--- src/rtl/batch_stream_host.sv ---
// batch_stream_host: host-side end of the accelerator batch stream.
// Reads source frames from a 1-cycle-latency buffer port through a 2-entry
// output FIFO onto the src_* stream, and writes dst_* result words to the
// result buffer. Optional stall counters are built when STREAM_STATS_EN is
// defined.
module batch_stream_host #(
    parameter int DW = 32,
    parameter int AW = 16
) (
    input  logic          clk,
    input  logic          rst,
    input  logic          start,
    input  logic [7:0]    nframe,
    input  logic [11:0]   ss,
    input  logic [11:0]   ds,
    input  logic          dst_pause,
    output logic          busy,
    output logic          done,
    output logic          mrd_en,
    output logic [AW-1:0] mrd_addr,
    input  logic [DW-1:0] mrd_data,
    output logic          src_valid,
    output logic [DW-1:0] src_data,
    output logic          src_last,
    input  logic          src_ready,
    input  logic          dst_valid,
    input  logic [DW-1:0] dst_data,
    output logic          dst_ready,
    output logic          mwr_en,
    output logic [AW-1:0] mwr_addr,
    output logic [DW-1:0] mwr_data
`ifdef STREAM_STATS_EN
    ,
    output logic [15:0]   src_stall,
    output logic [15:0]   dst_stall
`endif
);

    typedef enum logic [1:0] {IDLE, RUN, DRAIN, FIN} state_t;

    state_t state_q, state_d;

    // Job geometry captured at start
    logic [7:0]    nframe_q;
    logic [11:0]   ss_q;
    logic [11:0]   ds_q;

    // Source read side
    logic [11:0]   rd_word_q;
    logic [7:0]    rd_frame_q;
    logic          rd_done_q;
    logic [AW-1:0] mrd_addr_q;
    logic          infl_q;
    logic          infl_last_q;

    // Output FIFO, entry 0 is the head
    logic [DW-1:0] f0_data_q, f0_data_d, f1_data_q, f1_data_d;
    logic          f0_last_q, f0_last_d, f1_last_q, f1_last_d;
    logic [1:0]    cnt_q, cnt_d;
    logic [7:0]    tx_frame_q;

    // Result write side
    logic [11:0]   rx_word_q;
    logic [7:0]    rx_frame_q;
    logic          rx_done_q;
    logic [AW-1:0] mwr_addr_q;

    logic          start_ok;
    logic          rx_win;
    logic          push;
    logic          pop;
    logic [1:0]    occ_after;
    logic          tx_final;
    logic          rx_acc;
    logic          rx_final;

    assign start_ok  = (state_q == IDLE) && start;
    assign rx_win    = (state_q == RUN) || (state_q == DRAIN);
    assign busy      = (state_q != IDLE);
    assign done      = (state_q == FIN);

    assign src_valid = (cnt_q != 2'd0);
    assign src_data  = f0_data_q;
    assign src_last  = f0_last_q && src_valid;
    assign pop       = src_valid && src_ready;
    assign push      = infl_q;

    // Occupancy is judged after this cycle's pop so a read can be issued
    // every cycle while the sink keeps accepting.
    assign occ_after = cnt_q - {1'b0, pop};
    assign mrd_en    = (state_q == RUN) && !rd_done_q &&
                       ((occ_after + {1'b0, infl_q}) < 2'd2);
    assign mrd_addr  = mrd_addr_q;

    assign tx_final  = pop && src_last && (tx_frame_q == nframe_q);

    assign dst_ready = rx_win && !rx_done_q && !dst_pause;
    assign rx_acc    = dst_valid && dst_ready;
    assign rx_final  = rx_acc && (rx_word_q == ds_q) && (rx_frame_q == nframe_q);
    assign mwr_en    = rx_acc;
    assign mwr_addr  = mwr_addr_q;
    assign mwr_data  = dst_data;

    // State register
    always_ff @(posedge clk) begin
        if (rst) state_q <= IDLE;
        else     state_q <= state_d;
    end

    // Next-state: FIN follows whichever direction finishes last
    always_comb begin
        state_d = state_q;
        case (state_q)
            IDLE:    if (start) state_d = RUN;
            RUN:     if (tx_final) state_d = (rx_done_q || rx_final) ? FIN : DRAIN;
            DRAIN:   if (rx_final) state_d = FIN;
            FIN:     state_d = IDLE;
            default: state_d = IDLE;
        endcase
    end

    // Latch job geometry on an accepted start
    always_ff @(posedge clk) begin
        if (start_ok) begin
            nframe_q <= nframe;
            ss_q     <= ss;
            ds_q     <= ds;
        end
    end

    // Source read address and frame/word position of the next read
    always_ff @(posedge clk) begin
        if (rst || start_ok) begin
            rd_word_q  <= '0;
            rd_frame_q <= '0;
            rd_done_q  <= 1'b0;
            mrd_addr_q <= '0;
        end else if (mrd_en) begin
            mrd_addr_q <= mrd_addr_q + 1'b1;
            if (rd_word_q == ss_q) begin
                rd_word_q  <= '0;
                rd_frame_q <= rd_frame_q + 8'd1;
                if (rd_frame_q == nframe_q) rd_done_q <= 1'b1;
            end else begin
                rd_word_q <= rd_word_q + 12'd1;
            end
        end
    end

    // In-flight read marker; the word returns on mrd_data next cycle
    always_ff @(posedge clk) begin
        if (rst || start_ok) begin
            infl_q      <= 1'b0;
            infl_last_q <= 1'b0;
        end else begin
            infl_q      <= mrd_en;
            infl_last_q <= mrd_en && (rd_word_q == ss_q);
        end
    end

    // FIFO next state: shift on pop, fill the first free slot on push
    always_comb begin
        f0_data_d = f0_data_q;
        f0_last_d = f0_last_q;
        f1_data_d = f1_data_q;
        f1_last_d = f1_last_q;
        cnt_d     = cnt_q;
        case ({push, pop})
            2'b10: begin
                if (cnt_q == 2'd0) begin
                    f0_data_d = mrd_data;
                    f0_last_d = infl_last_q;
                end else begin
                    f1_data_d = mrd_data;
                    f1_last_d = infl_last_q;
                end
                cnt_d = cnt_q + 2'd1;
            end
            2'b01: begin
                f0_data_d = f1_data_q;
                f0_last_d = f1_last_q;
                cnt_d     = cnt_q - 2'd1;
            end
            2'b11: begin
                if (cnt_q == 2'd1) begin
                    f0_data_d = mrd_data;
                    f0_last_d = infl_last_q;
                end else begin
                    f0_data_d = f1_data_q;
                    f0_last_d = f1_last_q;
                    f1_data_d = mrd_data;
                    f1_last_d = infl_last_q;
                end
            end
            default: ;
        endcase
    end

    // FIFO storage; reset also clears the head so src_data reads zero
    always_ff @(posedge clk) begin
        if (rst) begin
            f0_data_q <= '0;
            f0_last_q <= 1'b0;
            f1_data_q <= '0;
            f1_last_q <= 1'b0;
            cnt_q     <= 2'd0;
        end else if (start_ok) begin
            cnt_q     <= 2'd0;
        end else begin
            f0_data_q <= f0_data_d;
            f0_last_q <= f0_last_d;
            f1_data_q <= f1_data_d;
            f1_last_q <= f1_last_d;
            cnt_q     <= cnt_d;
        end
    end

    // Count frames leaving on the stream to spot the final source word
    always_ff @(posedge clk) begin
        if (rst || start_ok)      tx_frame_q <= '0;
        else if (pop && src_last) tx_frame_q <= tx_frame_q + 8'd1;
    end

    // Result write address and frame/word position
    always_ff @(posedge clk) begin
        if (rst || start_ok) begin
            rx_word_q  <= '0;
            rx_frame_q <= '0;
            rx_done_q  <= 1'b0;
            mwr_addr_q <= '0;
        end else if (rx_acc) begin
            mwr_addr_q <= mwr_addr_q + 1'b1;
            if (rx_word_q == ds_q) begin
                rx_word_q  <= '0;
                rx_frame_q <= rx_frame_q + 8'd1;
                if (rx_frame_q == nframe_q) rx_done_q <= 1'b1;
            end else begin
                rx_word_q <= rx_word_q + 12'd1;
            end
        end
    end

`ifdef STREAM_STATS_EN
    logic [15:0] src_stall_q;
    logic [15:0] dst_stall_q;

    function automatic logic [15:0] sat_inc(input logic [15:0] v);
        return (v == 16'hFFFF) ? v : v + 16'd1;
    endfunction

    // Saturating stall counters, cleared when a job starts
    always_ff @(posedge clk) begin
        if (rst || start_ok) begin
            src_stall_q <= '0;
            dst_stall_q <= '0;
        end else begin
            if (src_valid && !src_ready) src_stall_q <= sat_inc(src_stall_q);
            if (rx_win && !rx_done_q && !rx_acc) dst_stall_q <= sat_inc(dst_stall_q);
        end
    end

    assign src_stall = src_stall_q;
    assign dst_stall = dst_stall_q;
`endif

endmodule

--- config.mk ---
export PLATFORM = sky130hd
export DESIGN_NAME = batch_stream_host
export DESIGN_NICKNAME = d
export VERILOG_FILES = /design/src/rtl/batch_stream_host.sv
export SDC_FILE = /design/constraint.sdc
export NUM_CORES = 1
export LEC_CHECK = 0
export CAP_MARGIN = 20
export CORE_ASPECT_RATIO = 0.9
export CORE_UTILIZATION = 49
export CTS_CLUSTER_DIAMETER = 40
export DETAILED_ROUTE_END_ITERATION = 8
export HOLD_SLACK_MARGIN = 0.15
export PLACE_DENSITY = 0.77
export SETUP_SLACK_MARGIN = 0.1
export SYNTH_ARGS = -nofsm -noshare
export SYNTH_HDL_FRONTEND = slang
export SYNTH_SLANG_ARGS = --single-unit
--- constraint.sdc ---
create_clock -name clk -period 3.5 [get_ports clk]
set_input_delay 0.7 -clock clk [delete_from_list [all_inputs] [get_ports clk]]
set_output_delay 0.7 -clock clk [all_outputs]
set_load 0.02 [all_outputs]
Word level (Yosys, flattened, before mapping)
Index checks and enable logic that the tools add are counted.
{"block": "op_classes", "add_sub_neg": 11, "mul": 0, "div": 0, "order_cmp": 1, "n_eq_ne": 18, "shift": 0, "mux": 20, "bitwise_logic": 1, "reduce_logical": 34}
{"operator": "$mux W32", "n": 4}
{"operator": "$pmux W32 S3", "n": 1}
{"operator": "$pmux W32 S2", "n": 1}
{"operator": "$add A16 B1 Y16 const B", "n": 2}
{"operator": "$add A12 B1 Y12 const B", "n": 2}
{"operator": "$add A8 B1 Y8 const B", "n": 3}
{"operator": "$eq A12 B12 Y1", "n": 2}
{"operator": "$eq A8 B8 Y1", "n": 3}
{"operator": "$mux W12", "n": 2}
{"operator": "$logic_and A1 B1 Y1", "n": 13}
{"operator": "$ne A2 B2 Y1 const B", "n": 6}
{"operator": "$reduce_and A3 Y1", "n": 4}
{"operator": "$eq A2 B2 Y1 const B", "n": 4}
{"operator": "$pmux W2 S4", "n": 1}
{"operator": "$reduce_bool A2 Y1", "n": 4}
{"operator": "$eq A2 B1 Y1 const B", "n": 3}
{"operator": "$mux W2", "n": 3}
{"operator": "$mux W1", "n": 5}
{"operator": "$logic_not A2 Y1", "n": 2}
{"operator": "$pmux W2 S2", "n": 1}
{"operator": "$reduce_and A2 Y1", "n": 2}
{"operator": "$reduce_and A4 Y1", "n": 1}
{"operator": "$logic_not A1 Y1", "n": 3}
{"operator": "$logic_or A1 B1 Y1", "n": 3}
{"operator": "10 further kinds", "n": 10}
{"block": "totals", "reg_bits": 186, "latch_bits": 0, "ram_bits": 0, "rom_bits": 0, "input_bits": 102, "wordCells": 105, "memories": 0}

Depth between registers and ports, before layout
Gate-level depths: netlist of the first run.
{"block": "logic_depth", "word_depth": 11, "ltp_mapped": 13}

Worst setup path after synthesis of the first run
Ideal clock, no wire load.
{"block": "synth_path", "path_kind": "register -> output", "from": "reg cnt_q[0]", "to": "out mrd_en", "arrival_time_ns": 1.953, "required_time_ns": 2.800, "slack_ns": 0.847, "stages_incl_launch_ff": 11, "path_buffers": 0, "path_cell_list": "dfxtp_1 -> inv_1 -> ha_1 -> inv_1 -> nand2_1 -> inv_1 -> ha_1 -> nor2b_1 -> xnor2_1 -> nand2_1 -> inv_2"}
{"block": "synth_between", "elab_chain_cells": 6}
{"element": "start, declared", "line_no": "59", "source": "logic [1:0] cnt_q, cnt_d;"}
{"element": "start signal, assigned", "line_no": "214", "source": "cnt_q <= cnt_d;"}
{"element": "$reduce_bool A2 Y1", "line_no": "82", "source": "assign src_valid = (cnt_q != 2'd0);"}
{"element": "named net src_valid", "line_no": "22", "source": "output logic src_valid,"}
{"element": "$logic_and A1 B1 Y1", "line_no": "85", "source": "assign pop = src_valid && src_ready;"}
{"element": "$sub A2 B1 Y2", "line_no": "90", "source": "assign occ_after = cnt_q - {1'b0, pop};"}
{"element": "$add A2 B1 Y2", "line_no": "92", "source": "((occ_after + {1'b0, infl_q}) < 2'd2);"}
{"element": "$lt A2 B2 Y1", "line_no": "92"}
{"element": "$logic_and A1 B1 Y1", "line_no": "91", "source": "assign mrd_en = (state_q == RUN) && !rd_done_q &&"}
{"element": "end, declared", "line_no": "19", "source": "output logic mrd_en,"}
The timed path passes the listed nets, and every way through them passes these cells.

Final worst setup path of the first run
{"block": "layout_path", "from": "reg cnt_q[0]", "to": "out mrd_en"}
{"block": "layout_between", "elab_chain_cells": 6}
{"element": "$reduce_bool A2 Y1", "line_no": "82"}
{"element": "$logic_and A1 B1 Y1", "line_no": "85"}
{"element": "$sub A2 B1 Y2 (*)", "line_no": "90"}
{"element": "$add A2 B1 Y2 (*)", "line_no": "92"}
{"element": "$lt A2 B2 Y1 (*)", "line_no": "92"}
{"element": "$logic_and A1 B1 Y1 (*)", "line_no": "91"}
Every way passes the cells marked *; elsewhere a longest branch is shown, timed or not.

==> results.txt, run 1 <==
Fin Hold WS = 0.4529 ns
WL final = 17250 um
Die Height = 124.7 um
Power per cell area = 630.0 nW/um2
Vias in the first global route = 5900
Synthesis-to-finish area growth = 24.18%
Reg-to-reg slack, setup = 0.86 ns
Util after Layout = 62.64%
Initial Util = 50.45%
Status = finished, violations left
Layout Cells excl Fill = 1207
Post-synth cell types = 43
Max stage delay on crit path = 0.36 ns
Crit. End Element = primary output
Antenna-violating nets left = 0
Routed len/inst = 14.29 um
Synthesis-stage register bit count = 186
Die Area = 17240 um2
CP Launch Type = flip-flop
Mapped Cells = 886
Critical-path cell list = inv_1 > ha_1 > inv_1 > nand2_1 > inv_1 > ha_1 > nor2b_1 > xnor2_1 > nand2_1 > inv_2 > dlygate4sd2_1
Min Clock Period, post-route = 3.165 ns
Tot GR Track Use = 20.51%
N_diodes = 0
Mapped cell area = 8193 um2
Total number of vias = 6242
Max Fclk = 316.0 MHz
Cell count of the worst hold path = 2
GP Congestion = 0.7749
RSZ-0062 raised after global routing = false
First drt pass iteration count = 7
Final #Nets = 1108
Post-CTS Hold Fix Bufs = 0
Total clock sinks = 186
Dpl cells = 1175
Drt initial violations = 367
Final period utilization = 90.42%
Seq/Total Area, Yosys = 49.36%
Die width = 138.3 um
Pin count of the biggest net entering global routing = 69
Grt ovf = 0
Max Root-Sink Buffers = 2
# rows = 44
Min-delay worst type = flip-flop to flip-flop
Worst-Skew Late Latency = 0.42 ns
Clock slew at reported path FFs = 0.06 ns
CTS buffer count = 17
First-pass GRT wire length = 28570 um
CTS tree = done
Post-CTS sizing = 1
# DRC = 22
Setup TNS = 0 ns
DP Area = 9597 um2
Worst path slowest cell = dfxtp_1
Vias per std cell = 5.171
Reg2reg end = mrd_addr[14]
Fin. max-slew vios = 0
Setup WS post-layout = 0.3353 ns
Post-CTS setup buffer count = 0
Final Cell Area = 10170 um2
Ratio of cells with drive above 1 in the final layout = 5.400%
# setup viols final = 0
CTS root buf = clkbuf_16
VDD IR max = 342.1 uV
Setup Skew = 0.009449 ns
Critical R2R Launch = cnt_q[0]
Kind of critical path = flip-flop to primary output
Port buffer count = 140
Hold Vio Cnt, Final = 0
Core footprint = 16240 um2
Setup WS pre-CTS = 0.1086 ns
Worst slew pin tran = 0.7339 ns
Syn Area/Cell = 9.247 um2
CTS H-Tree Depth = 4
Hold path start = f1_data_q[24]
Req. time, crit path = 2.80 ns
Mapped Nets = 1007
Critical path fanouts, max = 3
Max_cap viols = 0
Worst EP arrival = 2.46 ns
Failing checks = design-rule violations
WHS Endpoint = f1_data_q[24]
Worst path most repeated cell = inv_1
Final HPWL DP = 11570 um
Total power = 6.409 mW
Max_slew headroom = 51.07%
Leak = 3.496 nW
R2R depth = 13
Warnings, synthesis = 0
Antenna violations before repair = 0
I/O pins = 205
## synthesized netlist by cell type
| library cell | n | area [um2] |
|---|---|---|
| a211oi_1 | 35 | 262.8 |
| a21o_1 | 1 | 7.510 |
| a21oi_1 | 47 | 235.2 |
| a22oi_1 | 33 | 247.7 |
| a311oi_2 | 1 | 15.01 |
| a31o_2 | 1 | 8.760 |
| a31oi_1 | 2 | 12.51 |
| and2_1 | 2 | 12.51 |
| and3_1 | 6 | 37.54 |
| and3_2 | 1 | 7.510 |
| and4_1 | 2 | 17.52 |
| and4bb_2 | 1 | 12.51 |
| buf_2 | 3 | 15.01 |
| buf_4 | 33 | 247.7 |
| clkbuf_1 | 37 | 138.9 |
| dfxtp_1 | 154 | 3083 |
| edfxtp_1 | 32 | 960.9 |
| ha_1 | 19 | 237.7 |
| inv_1 | 20 | 75.07 |
| inv_2 | 1 | 3.750 |
| mux2i_1 | 3 | 30.03 |
| nand2_1 | 105 | 394.1 |
| nand2b_1 | 4 | 25.02 |
| nand3_1 | 22 | 110.1 |
| nand4_1 | 21 | 131.4 |
| nand4_2 | 1 | 12.51 |
| nor2_1 | 121 | 454.2 |
| nor2b_1 | 4 | 25.02 |
| nor3_1 | 12 | 60.06 |
| nor3b_1 | 2 | 15.01 |
| nor4_1 | 15 | 93.84 |
| o2111a_1 | 1 | 11.26 |
| o2111ai_1 | 1 | 8.760 |
| o21a_1 | 1 | 7.510 |
| o21ai_0 | 12 | 60.06 |
| o21ai_1 | 1 | 5.000 |
| o21ai_4 | 1 | 16.27 |
| or2_2 | 1 | 6.260 |
| or2b_1 | 1 | 7.510 |
| or3_1 | 9 | 56.30 |
| or4_1 | 1 | 7.510 |
| xnor2_1 | 57 | 499.2 |
| xor2_1 | 59 | 516.8 |
## layout by cell type, fill, tap and decap left out, types with 21 or more instances in the layout
cell / instances
a211oi_1: 34
nand3_1: 22
nand4_1: 21
edfxtp_1: 32
xor2_1: 59
dfxtp_1: 154
nor2_1: 121
xnor2_1: 57
a21oi_1: 47
a22oi_1: 33
nand2_1: 105
clkdlybuf4s50_1: 138
## kinds of logic (layout without fill, tap and decap cells)
group / Yosys count / in the layout / synth area share (%)
AND/OR/NAND/NOR: 331 / 331 / 18.14
AO/OA/AOI/OAI: 137 / 137 / 10.97
flip-flops: 186 / 186 / 49.36
adder cells (fa/ha/maj): 19 / 19 / 2.902
multiplexers: 3 / 3 / 0.3665
XOR/XNOR: 116 / 116 / 12.40
buffers and inverters: 94 / 208 / 5.864
## sequential cells by signal, summed over array words and instances (netlist names), 2 cells and up
| signal | count |
|---|---|
| rx_frame_q | 8 |
| mwr_addr | 16 |
| f1_data_q | 32 |
| cnt_q | 2 |
| rx_word_q | 12 |
| nframe_q | 8 |
| rd_frame_q | 8 |
| ds_q | 12 |
| src_data | 32 |
| ss_q | 12 |
| tx_frame_q | 8 |
| mrd_addr | 16 |
| rd_word_q | 12 |
| state_q | 2 |
## worst max-delay path by stage
stage	from	to	slack, ns
floorplan	cnt_q[0]	mrd_en	0.85
global placement	src_ready	mrd_en	0.1
detailed placement	src_ready	mrd_en	0.11
CTS	cnt_q[0]	mrd_en	0.29
global route	cnt_q[0]	mrd_en	0.12
finish	cnt_q[0]	mrd_en	0.34
## worst max-delay path, delay by kind of cell (launching register included)
kind                       cells  cell delay, ns
adders and majority gates      2            0.45
DFF                            1            0.36
buffers and inverters          5            0.73
and+or+nand+nor                3            0.33
xor gates and xnor gates       1            0.18
## power breakdown
part           leakage (nW)  total [mW]  switching (mW)  internal, mW
Sequential             1.55        2.69           0.186          2.50
Clock                 0.278        1.84           0.769          1.08
Combinational          1.67        1.87            1.07         0.800
Total                  3.50        6.41            2.03          4.38
## layout make-up
class                   count  area [um2]
fillers                  1363        6067
clock inverters             3       25.02
inverters                  21       78.83
clock buffers              29       553.0
flip-flops and latches    186        4044
repair buffers            155        1520
well taps                 207       259.0
multi-input cells         606        3694
## layer usage
metal	track usage [%]	part of all wire (%)
met1	26.19	46
met4	5.948	1.1
met5	0	0
met2	34.19	48
met3	5.229	4.1
Power figures use the tool's default switching activity.
==> run 2, diff against run 1 <==
- RECOVER_POWER: default -> 50
==> run 2 against run 1 <==
The flow still finishes with violations (design-rule violations). Cell count unchanged. Fmax hardly changed. Via count grew 0.50%. Sequential power barely moved. Combinational power is 3% lower. Critical path type unchanged. Clock skew hardly changed. Count of clock-buffer cells in the layout stayed put. Worst hold slack gained 0.00066 ns. Wire length decreased by 0.23%. Die area is the same. Largest power group unchanged. Critical endpoint unchanged.
==> results.txt, run 2 (same netlist as run 1, synthesis figures left out) <==
Status = finished, violations left
Failing checks = design-rule violations
# setup viols final = 0 (unchanged)
Setup Skew = 0.009117 ns (-0.0003316 ns)
Antenna violations before repair = 0 (unchanged)
Power per cell area = 624.5 nW/um2 (-0.87%)
Worst EP arrival = 2.47 ns (about the same)
Crit path from = cnt_q[0]
Max Root-Sink Buffers = 2 (unchanged)
Fin. max-slew vios = 0 (unchanged)
First-pass GRT wire length = 28570 um (unchanged)
VDD IR max = 342.0 uV (about the same)
Req. time, crit path = 2.80 ns (about the same)
Final #Nets = 1108 (unchanged)
RSZ-0062 raised after global routing = false
Worst slew pin tran = 1.388 ns (+0.6541 ns)
Total clock sinks = 186 (unchanged)
I/O pins = 205 (unchanged)
CTS buffer count = 17 (unchanged)
Final period utilization = 90.51% (about the same)
CTS H-Tree Depth = 4 (unchanged)
Port buffer count = 140 (unchanged)
Net Sw Frac = 31.88% (+0.22 points)
Final Cell Area = 10150 um2 (-0.23%)
Max stage delay on crit path = 0.36 ns (about the same)
Clk network pwr share = 29.1% (+0.3 points)
Worst path slowest cell = dfxtp_1
Fill cells = 1366 (+0.22%)
Post-CTS setup buffer count = 0 (unchanged)
Drt initial violations = 380 (+3.5%)
Critical R2R Launch = state_q[0]
Die Height = 124.7 um (unchanged)
Vias in the first global route = 5900 (unchanged)
Dpl cells = 1175 (unchanged)
Worst path most repeated cell = inv_1
Tot GR Track Use = 20.51% (unchanged)
Antenna-violating nets left = 0 (unchanged)
Max_slew headroom = 7.469% (-44 points)
Worst-Skew Late Latency = 0.42 ns (about the same)
Routed len/inst = 14.26 um (-0.23%)
Max Fclk = 315.7 MHz (about the same)
Buf/Inv on CP = 5 (unchanged)
Hold Vio Cnt, Final = 0 (unchanged)
# DRC = 22 (unchanged)
# rows = 44 (unchanged)
Comb power frac = 28.5% (-0.8 points)
Critical-path cell list = inv_1 > ha_1 > inv_1 > nand2_1 > inv_1 > ha_1 > nor2b_1 > xnor2_1 > nand2_1 > inv_2 > dlygate4sd2_1
Die Area = 17240 um2 (unchanged)
Pin count of the biggest net entering global routing = 69 (unchanged)
Kind of critical path = flip-flop to primary output
Initial Util = 50.45% (unchanged)
Setup TNS = 0 ns (unchanged)
Clock slew at reported path FFs = 0.06 ns (about the same)
Grt ovf = 0 (unchanged)
Vias per std cell = 5.197 (+0.50%)
Ratio of cells with drive above 1 in the final layout = 4.800% (-0.60 points)
Setup WS pre-CTS = 0.1086 ns (unchanged)
Hold path start = f1_data_q[24]
Sw Pwr = 2.021 mW (-0.43%)
CTS tree = done
Layout Cells excl Fill = 1207 (unchanged)
Crit. End Element = primary output
First drt pass iteration count = 7 (unchanged)
Min-delay worst type = flip-flop to flip-flop
WL final = 17210 um (-0.23%)
N_diodes = 0 (unchanged)
Critical path fanouts, max = 3 (unchanged)
Total power = 6.339 mW (-1.1%)
Die width = 138.3 um (unchanged)
Pint = 4.318 mW (-1.4%)
Setup WS post-layout = 0.3322 ns (-0.003056 ns)
DP Area = 9597 um2 (unchanged)
Total number of vias = 6273 (+0.50%)
Max_cap viols = 0 (unchanged)
Seq pwr share = 42.4% (+0.4 points)
Leak = 3.680 nW (+5.3%)
Worst path top cell family by delay = buffers and inverters
Min Clock Period, post-route = 3.168 ns (+0.003056 ns)
CP Launch Type = flip-flop
GP Congestion = 0.7749 (unchanged)
CTS root buf = clkbuf_16
Commonest non-fill, non-tap cells in the layout = dfxtp_1, nor2_1, nand2_1, dlygate4sd3_1, xor2_1
Synthesis-to-finish area growth = 23.88%
Final HPWL DP = 11570 um (unchanged)
Core footprint = 16240 um2 (unchanged)
Post-CTS Hold Fix Bufs = 0 (unchanged)
Most common cell after layout, fill and taps aside = dfxtp_1
-- run 2: cell types whose count changed in the layout (fill, tap and decap cells not counted), sizes merged --
| cell | before | now |
|---|---|---|
| dlygate4sd3 | 0 | 92 |
| buf | 16 | 12 |
| clkdlybuf4s50 | 138 | 46 |
| clkbuf | 29 | 33 |
-- run 2: final cells by class --
class | instances | area, um2 | area share (%)
well taps | 207 | 259.0 | 2.552
flip-flops and latches | 186 | 4044 | 39.84
repair buffers | 155 | 1505 | 14.83
multi-input cells | 606 | 3685 | 36.30
clock inverters | 3 | 25.02 | 0.2465
clock buffers | 29 | 553.0 | 5.449
inverters | 21 | 78.83 | 0.7766
-- run 2: worst register-to-register path, stage by stage (launching register included) --
cell	delay, ns
dfxtp_1	0.38
inv_1	0.11
ha_1	0.38
and4bb_2	0.29
clkbuf_1	0.38
nand4_1	0.32
nor2_1	0.17
nand3_1	0.19
or3_1	0.39
a21oi_1	0.14
-- run 2: metrics by stage --
step / util [%] / hold slack [ns]
2_1_floorplan: - / 0.4323
3_3_place_gp: 59.09 / 0.4407
3_5_place_dp: 59.09 / 0.4463
4_1_cts: 62.64 / 0.4554
5_1_grt: 62.50 / 0.4718
6_report: 62.50 / 0.4535
-- run 2: worst paths after layout --
kind,end,slack [ns],depth (start not counted)
max,mrd_en,0.33,11
min,f1_data_q[24],0.45,2
max reg2reg,mwr_addr[15],0.70,9
min reg2reg,f1_data_q[24],0.45,2
-- run 2: routing by layer --
| metal | vias up | track usage [%] | routed length [um] |
|---|---|---|---|
| li1 | 3208 | - | - |
| met5 | - | 0 | 0 |
| met2 | 138 | 34.19 | 8329 |
| met1 | 2910 | 26.19 | 7917 |
| met4 | 0 | 5.948 | 188 |
| met3 | 17 | 5.229 | 775 |
-- run 2: power by group through the flow --
stage	Combinational (mW)	Sequential [mW]	Clock (mW)
floorplan	1.04	2.87	0
global placement	1.85	2.73	0
finish	1.81	2.69	1.84
detailed placement	1.87	2.74	0
global route	1.97	2.73	1.97
CTS	1.89	2.69	1.88
-- run 2: what timing repair did --
| action | CTS | global route |
|---|---|---|
| endpoints found under the hold margin | 0 | 0 |
| setup endpoints to repair | 1 | 0 |
| resized for setup | 1 | 0 |
